## config.mk

```make
export PLATFORM = sky130hd
export DESIGN_NAME = gb_cpu_regfile_flat
export DESIGN_NICKNAME = d
export VERILOG_FILES = /design/src/rtl/gb_cpu_regfile_if.sv /design/src/rtl/gb_cpu_regfile.sv /design/src/flat_wrapper.sv
export SDC_FILE = /design/constraint.sdc
export NUM_CORES = 1
export LEC_CHECK = 0
export CORE_MARGIN = 5
export CORE_UTILIZATION = 35
export CTS_CLUSTER_SIZE = 24
export DETAILED_ROUTE_END_ITERATION = 6
export PLACE_DENSITY_LB_ADDON = 0.3
export SYNTH_ARGS = -nofsm -noshare
export SYNTH_HDL_FRONTEND = slang
export SYNTH_SLANG_ARGS = --single-unit
```

## constraint.sdc

```tcl
create_clock -name clk -period 5.4 [get_ports clk]
set_clock_uncertainty 0.15 [all_clocks]
set_input_delay 1.08 -clock clk [delete_from_list [all_inputs] [get_ports clk]]
set_output_delay 1.08 -clock clk [all_outputs]
set_load 0.02 [all_outputs]
```

## src/rtl/gb_cpu_regfile_if.sv

```systemverilog
// Flag type shared with the ALU, plus the register-file port bundle.
// The CPU/datapath side uses the master modport; the register file uses slave.
package gb_cpu_regfile_pkg;
  typedef struct packed {
    logic z;
    logic n;
    logic h;
    logic c;
  } alu_flags_t;
endpackage

interface gb_cpu_regfile_if;
  import gb_cpu_regfile_pkg::*;

  logic [2:0]  rd_a_sel;
  logic [7:0]  rd_a_data;
  logic [2:0]  rd_b_sel;
  logic [7:0]  rd_b_data;

  logic        wr_en;
  logic [2:0]  wr_sel;
  logic [7:0]  wr_data;

  alu_flags_t  flags_in;
  logic [3:0]  flags_we;
  alu_flags_t  flags_out;

  logic [1:0]  pair_sel;
  logic [15:0] pair_rd_data;
  logic        pair_wr_en;
  logic [15:0] pair_wr_data;

  logic [1:0]  idu_op;
  logic [1:0]  idu_sel;
  logic [15:0] idu_result;

  logic [15:0] af_data;

  // Write strobes (wr_en, pair_wr_en, flags_we, idu_op inc/dec) are sampled at
  // every rising clk edge with no handshake: the register file is always ready,
  // and a strobe held high for N edges performs N writes.
  modport master (
    output rd_a_sel, rd_b_sel, wr_en, wr_sel, wr_data, flags_in, flags_we,
           pair_sel, pair_wr_en, pair_wr_data, idu_op, idu_sel,
    input  rd_a_data, rd_b_data, flags_out, pair_rd_data, idu_result, af_data
  );

  modport slave (
    input  rd_a_sel, rd_b_sel, wr_en, wr_sel, wr_data, flags_in, flags_we,
           pair_sel, pair_wr_en, pair_wr_data, idu_op, idu_sel,
    output rd_a_data, rd_b_data, flags_out, pair_rd_data, idu_result, af_data
  );
endinterface

```

## src/rtl/gb_cpu_regfile.sv

```systemverilog
// SM83 register file: A,F,B,C,D,E,H,L and SP, two byte read ports, a pair port,
// and a 16-bit increment/decrement unit that writes back to its own pair.
module gb_cpu_regfile
  import gb_cpu_regfile_pkg::*;
(
  input  logic               clk,
  input  logic               reset_n,
  gb_cpu_regfile_if.slave    rf
);

  localparam logic [2:0] SEL_B = 3'd0;
  localparam logic [2:0] SEL_C = 3'd1;
  localparam logic [2:0] SEL_D = 3'd2;
  localparam logic [2:0] SEL_E = 3'd3;
  localparam logic [2:0] SEL_H = 3'd4;
  localparam logic [2:0] SEL_L = 3'd5;
  localparam logic [2:0] SEL_F = 3'd6;
  localparam logic [2:0] SEL_A = 3'd7;

  localparam logic [1:0] PAIR_BC = 2'd0;
  localparam logic [1:0] PAIR_DE = 2'd1;
  localparam logic [1:0] PAIR_HL = 2'd2;
  localparam logic [1:0] PAIR_SP = 2'd3;

  localparam logic [1:0] IDU_INC = 2'b01;
  localparam logic [1:0] IDU_DEC = 2'b10;

  logic [7:0]  a_q, a_d;
  logic [7:0]  b_q, b_d;
  logic [7:0]  c_q, c_d;
  logic [7:0]  d_q, d_d;
  logic [7:0]  e_q, e_d;
  logic [7:0]  h_q, h_d;
  logic [7:0]  l_q, l_d;
  logic [15:0] sp_q, sp_d;
  // Only the upper nibble of F exists; the low nibble is tied to zero on read.
  alu_flags_t  flag_q, flag_d;

  logic [7:0]  f_byte;
  logic [15:0] idu_src;
  logic [15:0] idu_val;
  logic        idu_wr;

  assign f_byte = {flag_q, 4'b0000};

  function automatic logic [7:0] read_byte(input logic [2:0] sel);
    logic [7:0] v;
    v = 8'h00;
    case (sel)
      SEL_B:   v = b_q;
      SEL_C:   v = c_q;
      SEL_D:   v = d_q;
      SEL_E:   v = e_q;
      SEL_H:   v = h_q;
      SEL_L:   v = l_q;
      SEL_F:   v = f_byte;
      default: v = a_q;
    endcase
    return v;
  endfunction

  function automatic logic [15:0] read_pair(input logic [1:0] sel);
    logic [15:0] v;
    v = 16'h0000;
    case (sel)
      PAIR_BC: v = {b_q, c_q};
      PAIR_DE: v = {d_q, e_q};
      PAIR_HL: v = {h_q, l_q};
      default: v = sp_q;
    endcase
    return v;
  endfunction

  always_comb begin
    rf.rd_a_data    = read_byte(rf.rd_a_sel);
    rf.rd_b_data    = read_byte(rf.rd_b_sel);
    rf.pair_rd_data = read_pair(rf.pair_sel);
    rf.flags_out    = flag_q;
    rf.af_data      = {a_q, f_byte};
  end

  always_comb begin
    idu_src = read_pair(rf.idu_sel);
    idu_wr  = 1'b0;
    idu_val = idu_src;
    case (rf.idu_op)
      IDU_INC: begin
        idu_val = idu_src + 16'd1;
        idu_wr  = 1'b1;
      end
      IDU_DEC: begin
        idu_val = idu_src - 16'd1;
        idu_wr  = 1'b1;
      end
      default: begin
        idu_val = idu_src;
        idu_wr  = 1'b0;
      end
    endcase
    rf.idu_result = idu_val;
  end

  // Sources are applied lowest priority first so later assignments win per
  // byte: wr_en, then IDU, then pair write. Flag strobes land after the byte
  // write to F so individual flag bits override it.
  always_comb begin
    a_d    = a_q;
    b_d    = b_q;
    c_d    = c_q;
    d_d    = d_q;
    e_d    = e_q;
    h_d    = h_q;
    l_d    = l_q;
    sp_d   = sp_q;
    flag_d = flag_q;

    if (rf.wr_en) begin
      case (rf.wr_sel)
        SEL_B:   b_d    = rf.wr_data;
        SEL_C:   c_d    = rf.wr_data;
        SEL_D:   d_d    = rf.wr_data;
        SEL_E:   e_d    = rf.wr_data;
        SEL_H:   h_d    = rf.wr_data;
        SEL_L:   l_d    = rf.wr_data;
        SEL_F:   flag_d = rf.wr_data[7:4];
        default: a_d    = rf.wr_data;
      endcase
    end

    flag_d = (flag_d & ~rf.flags_we) | (rf.flags_in & rf.flags_we);

    if (idu_wr) begin
      case (rf.idu_sel)
        PAIR_BC: {b_d, c_d} = idu_val;
        PAIR_DE: {d_d, e_d} = idu_val;
        PAIR_HL: {h_d, l_d} = idu_val;
        default: sp_d       = idu_val;
      endcase
    end

    if (rf.pair_wr_en) begin
      case (rf.pair_sel)
        PAIR_BC: {b_d, c_d} = rf.pair_wr_data;
        PAIR_DE: {d_d, e_d} = rf.pair_wr_data;
        PAIR_HL: {h_d, l_d} = rf.pair_wr_data;
        default: sp_d       = rf.pair_wr_data;
      endcase
    end
  end

  // Reset values match the DMG boot ROM hand-off state.
  always_ff @(posedge clk or negedge reset_n) begin
    if (!reset_n) begin
      a_q    <= 8'h01;
      flag_q <= 4'hB;
      b_q    <= 8'h00;
      c_q    <= 8'h13;
      d_q    <= 8'h00;
      e_q    <= 8'hD8;
      h_q    <= 8'h01;
      l_q    <= 8'h4D;
      sp_q   <= 16'hFFFE;
    end else begin
      a_q    <= a_d;
      flag_q <= flag_d;
      b_q    <= b_d;
      c_q    <= c_d;
      d_q    <= d_d;
      e_q    <= e_d;
      h_q    <= h_d;
      l_q    <= l_d;
      sp_q   <= sp_d;
    end
  end

endmodule
```

## src/flat_wrapper.sv

```systemverilog
// flat-port wrapper written by rule: the top's interface ports become plain ports
module gb_cpu_regfile_flat import gb_cpu_regfile_pkg::*;
  (clk, reset_n, rf_rd_a_sel, rf_rd_b_sel, rf_wr_en, rf_wr_sel, rf_wr_data, rf_flags_in, rf_flags_we, rf_pair_sel, rf_pair_wr_en, rf_pair_wr_data, rf_idu_op, rf_idu_sel, rf_rd_a_data, rf_rd_b_data, rf_flags_out, rf_pair_rd_data, rf_idu_result, rf_af_data);
  gb_cpu_regfile_if rf_i ();
  input  logic clk;
  input  logic reset_n;
  input wire logic [$bits(rf_i.rd_a_sel)-1:0] rf_rd_a_sel;
  input wire logic [$bits(rf_i.rd_b_sel)-1:0] rf_rd_b_sel;
  input wire logic [$bits(rf_i.wr_en)-1:0] rf_wr_en;
  input wire logic [$bits(rf_i.wr_sel)-1:0] rf_wr_sel;
  input wire logic [$bits(rf_i.wr_data)-1:0] rf_wr_data;
  input wire logic [$bits(rf_i.flags_in)-1:0] rf_flags_in;
  input wire logic [$bits(rf_i.flags_we)-1:0] rf_flags_we;
  input wire logic [$bits(rf_i.pair_sel)-1:0] rf_pair_sel;
  input wire logic [$bits(rf_i.pair_wr_en)-1:0] rf_pair_wr_en;
  input wire logic [$bits(rf_i.pair_wr_data)-1:0] rf_pair_wr_data;
  input wire logic [$bits(rf_i.idu_op)-1:0] rf_idu_op;
  input wire logic [$bits(rf_i.idu_sel)-1:0] rf_idu_sel;
  output wire logic [$bits(rf_i.rd_a_data)-1:0] rf_rd_a_data;
  output wire logic [$bits(rf_i.rd_b_data)-1:0] rf_rd_b_data;
  output wire logic [$bits(rf_i.flags_out)-1:0] rf_flags_out;
  output wire logic [$bits(rf_i.pair_rd_data)-1:0] rf_pair_rd_data;
  output wire logic [$bits(rf_i.idu_result)-1:0] rf_idu_result;
  output wire logic [$bits(rf_i.af_data)-1:0] rf_af_data;
  assign rf_i.rd_a_sel = rf_rd_a_sel;
  assign rf_i.rd_b_sel = rf_rd_b_sel;
  assign rf_i.wr_en = rf_wr_en;
  assign rf_i.wr_sel = rf_wr_sel;
  assign rf_i.wr_data = rf_wr_data;
  assign rf_i.flags_in = rf_flags_in;
  assign rf_i.flags_we = rf_flags_we;
  assign rf_i.pair_sel = rf_pair_sel;
  assign rf_i.pair_wr_en = rf_pair_wr_en;
  assign rf_i.pair_wr_data = rf_pair_wr_data;
  assign rf_i.idu_op = rf_idu_op;
  assign rf_i.idu_sel = rf_idu_sel;
  assign rf_rd_a_data = rf_i.rd_a_data;
  assign rf_rd_b_data = rf_i.rd_b_data;
  assign rf_flags_out = rf_i.flags_out;
  assign rf_pair_rd_data = rf_i.pair_rd_data;
  assign rf_idu_result = rf_i.idu_result;
  assign rf_af_data = rf_i.af_data;
  gb_cpu_regfile u_core (.clk(clk), .reset_n(reset_n), .rf(rf_i));
endmodule
```

# After elaboration in Yosys (flattened, before gate mapping)

Index checks and enable logic that the tools add are counted.

Bits in registers: 76
Word-level logic and storage cells: 101

Add/subtract/negate cells: 2
Equality and inequality tests: 24
Mux-type cells: 48
Bitwise logic cells: 5
Reduce and logical (&&, ||, !) cells: 10

Operators by type and width:

| operator              | count |
|---|---|
| $mux 8                | 36 |
| $pmux 8 s7            | 2 |
| $pmux 16 s3           | 2 |
| $mux 16               | 4 |
| $pmux 16 s2           | 1 |
| $eq 3x3->1 const B    | 9 |
| $eq 3x2->1 const B    | 6 |
| $add 16x1->16 const B | 1 |
| $sub 16x1->16 const B | 1 |
| $eq 3x1->1 const B    | 3 |
| $logic_not 3->1       | 3 |
| $and 4x4->4           | 2 |
| $mux 4                | 2 |
| $reduce_or 7->1       | 1 |
| $eq 2x1->1 const B    | 3 |
| $eq 2x2->1 const B    | 3 |
| $reduce_or 3->1       | 2 |
| $logic_not 2->1       | 2 |
| $not 4->4             | 1 |
| $or 4x4->4            | 1 |
| $reduce_and 2->1      | 1 |
| $reduce_or 2->1       | 1 |
| $mux 1                | 1 |
| $not 1->1             | 1 |

# Logic depth before layout (Yosys ltp)

Depth after elaboration: 8
Gate-level depth with buffers: 13
Mapped depth without buffers: 10

# Worst setup path after synthesis

Ideal clock, no wire load.

Kind: in2out
Start point: in rf_idu_sel[1]
End point: out rf_idu_result[15]
Arrival: 4.145 ns
Setup slack: 0.025 ns
Stages on the path: 12
Cells stage by stage: clkbuf_1 buf_2 buf_1 mux4_2 ha_1 and2_1 a41o_1 o221a_1 a211oi_2 xor2_2 nor2_1 xor2_1

Word-level cells in the longest chain between the ends: 4
Elaborated cells on any way between the ends: 7

Ends and longest elaborated chain:

| what                                                  | line                                       | RTL |
|---|---|---|
| from (decl)                                           | flat_wrapper.sv:18                         | `input wire logic [$bits(rf_i.idu_sel)-1:0] rf_idu_sel;` |
| $eq 2x2->1 (tied with other cells)                    | gb_cpu_regfile.sv:65                       | `case (sel)` |
| $pmux 16 s3 (*)                                       | gb_cpu_regfile.sv:65                       |  |
| $sub 16x1->16 / $add 16x1->16 (equally long branches) | gb_cpu_regfile.sv:92, gb_cpu_regfile.sv:88 |  |
| $pmux 16 s2 (*)                                       | gb_cpu_regfile.sv:86                       | `case (rf.idu_op)` |
| to (decl)                                             | flat_wrapper.sv:23                         | `output wire logic [$bits(rf_i.idu_result)-1:0] rf_idu_result;` |

Every way passes the cells marked *; elsewhere a longest branch is shown, timed or not.

# Final worst setup path

Start point: in rf_idu_sel[1]
End point: out rf_idu_result[11]

The elaborated chain is that of the path after synthesis.

==> flow_metrics.env <==
export IMPL_netlist_instances=737
export IMPL_tritoncts="yes"
export IMPL_synth_distinct_cells=65
export IMPL_fin_crit_sh_pct=97.0
export IMPL_powerDensity_mw_per_mm2=450
export IMPL_yosysWarnings=0
export IMPL_rsz0062_at_grt="false"
export IMPL_core_area_mm2=0.0188
export IMPL_track_usage_pct=23.6
export IMPL_grt_max_degree=77
export IMPL_clock_latency_ns=0.35
export IMPL_setup_tns_final_ns=0
export IMPL_postRouteAntennaNets=0
export IMPL_viasPerCell=5.88
export IMPL_cap_violations=0
export IMPL_drive_above_1_share_pct=26.4
export IMPL_drt_wirelength_per_cell_um=22.8
export IMPL_synth_seq_cells=76
export IMPL_die_h_um=149
export IMPL_synth_area_mm2=0.00676
export IMPL_die_area_mm2=0.0222
export IMPL_wl_mm=26.4
export IMPL_placed_area_mm2=0.00863
export IMPL_pre_cts_ws_ns=-0.507
export IMPL_grtUsageMet2_pct=38.1
export IMPL_relSlewSlack_pct=29.7
export IMPL_holdBufCountCts=0
export IMPL_globalplace_congestion=0.967
export IMPL_startpoint_type="input port"
export IMPL_grt_pass1_wl_mm=40.2
export IMPL_cp_required_ns=4.17
export IMPL_io_buffers=114
export IMPL_final_common_cell="clkdlybuf4s50_1"
export IMPL_min_period_ns=5.24
export IMPL_antenna_found_initial=0
export IMPL_peakVddDrop_v=0.000313
export IMPL_drtIter0Drc=795
export IMPL_hp_class="register to register"
export IMPL_synth_seq_area_share_pct=28.7
export IMPL_cts_made_buffers=9
export IMPL_arrival_ns=4.01
export IMPL_dp_hpwl_mm=19.4
export IMPL_final_cell_mix="99 x clkdlybuf4s50_1, 92 x nand2_1, 83 x buf_4"
export IMPL_yosys_most_used_dff="dfrtp_1"
export IMPL_cts_root_buf="clkbuf_16"
export IMPL_worstSetupPathType="input port to output port"
export IMPL_synth_edf_count=0
export IMPL_end_kind="output port"
export IMPL_htree_levels=3
export IMPL_avgSynthCellArea_um2=9.17
export IMPL_postLayoutSetupSlackWorst_ns=0.160
export IMPL_reg2reg_slack_ns=2.15
export IMPL_hold_viol_final=0
export IMPL_cts_clk_slew_worst_paths_ns=0.06
export IMPL_fmax_ghz=0.191
export IMPL_stdcell_area_mm2=0.00896
export IMPL_first_pass_iters=5
export IMPL_tightest_slew_ns=1.05
export IMPL_clockBufferDepth=2
export IMPL_die_w_um=149
export IMPL_initial_core_util_pct=35.9
export IMPL_maxSlewViolCount=0
export IMPL_setup_viol=0
export IMPL_nets=959
export IMPL_vias=6803
export IMPL_drc=0
export IMPL_clkSinkCount=76
export IMPL_use_met1_pct=31.5
export IMPL_finalPower_uw=4030
export IMPL_hold_ws_ns=0.412
export IMPL_antenna_cells=0
export IMPL_ioPinCount=119
export IMPL_leakagePower_uw=0.00366
export IMPL_status="completed"
export IMPL_area_delta_synth_final_pct=32.6
export IMPL_rows=50
export IMPL_synthArstFlopShare_pct=100
export IMPL_grt_ovfl_total=0
export IMPL_cp_max_fo=8
export IMPL_grt_pass1_vias=6786
export IMPL_busiest_layer="met2"
export IMPL_met3_usage_pct=3.62
worst paths after layout:
| kind | startpoint | to | depth (start not counted) |
|---|---|---|---|
| setup / recovery | rf_idu_sel[1] | rf_idu_result[11] | 12 |
| hold / removal | u_core.sp_q[7] | u_core.sp_q[7] | 2 |
| setup reg to reg | u_core.h_q[2] | u_core.b_q[7] | 10 |
| hold reg to reg | u_core.sp_q[7] | u_core.sp_q[7] | 2 |
| max in group asynchronous | reset_n | u_core.b_q[0] | 1 |
| min in group asynchronous | reset_n | u_core.l_q[4] | 1 |
per-stage QoR:
step           util (%)  std cells
3_5_place_dp       45.8       1139
2_1_floorplan         -        740
5_1_grt            47.6       1157
3_3_place_gp       45.8       1139
6_report           47.6       1157
4_1_cts            47.6       1156
layer usage:
| layer | part of all wire, % | routed length (um) | vias to the layer above |
|---|---|---|---|
| met3 | 7.9 | 2090 | 64 |
| met4 | 4.1 | 1070 | 0 |
| li1 | - | - | 3086 |
| met1 | 41 | 11000 | 3307 |
| met5 | 0 | 0 | - |
| met2 | 47 | 12300 | 346 |
registers in the layout, summed over array words and instances, names as in the netlist, named ones only:
name and flops:
u_core.b_q 8, u_core.l_q 8, u_core.e_q 8, u_core.h_q 8, u_core.d_q 8, u_core.a_q 8
u_core.c_q 8, u_core.sp_q 16
cell usage after synthesis, drive strengths merged (3+ instances only):
cell type	count	area, um^2
nor3	5	35.0
nand4	3	18.8
ha	15	188
a22oi	16	120
inv	4	15.0
a221o	3	30.0
nand3	13	65.1
a31oi	8	50.1
a21o	8	60.1
dfstp	31	815
nand2b	5	31.3
xor2	7	83.8
o21ai	80	400
clkbuf	39	146
a22o	5	43.8
nand4b	3	26.3
mux2	44	495
o211ai	3	22.5
a221oi	4	35.0
a21oi	62	314
buf	20	119
and3	4	25.0
o31ai	3	22.5
nor3b	6	55.1
nor2b	7	43.8
mux4	36	811
xnor2	11	104
nand2	92	345
nor2	53	199
mux2i	50	500
o22ai	25	156
dfrtp	45	1130
report_power, final:
group / switching, uW / internal (uW) / total, uW
Sequential: 308 / 809 / 1120
Combinational: 1140 / 1140 / 2280
Clock: 263 / 373 / 635
final cells by class:
class	count	area, um^2
sequential	76	1940
inverter	5	18.8
clock inverter	5	61.3
fill	1823	9870
timing repair buffer	200	1810
multi-input combinational	600	4560
tap	260	325
clock buffer	11	243
cell families after synthesis:
family | after synthesis | share of synthesized area [%]
DFF | 76 | 28.7
xor gates and xnor gates | 18 | 2.78
adders and majority gates | 16 | 3.07
other | 1 | 0.0555
AOI/OAI and AO/OA | 232 | 20.9
buffers and inverters | 64 | 4.20
muxes | 130 | 26.7
and+or+nand+nor | 200 | 13.5
critical path: stages:
cell,delay [ns]
dlygate4sd2_1,0.32
buf_4,0.23
mux4_2,0.34
ha_1,0.35
a21o_1,0.22
nor2_1,0.23
a311oi_4,0.15
a211o_1,0.29
a21o_1,0.20
xnor2_2,0.14
o21ai_1,0.13
clkdlybuf4s15_1,0.33
timing repair:
item,CTS,global route
gates resized for setup,20,9
setup endpoints to repair,12,8
pin swaps,0,1
gates cloned,1,0
setup buffers,0,1
No activity file was read; power rests on OpenSTA's default activity.
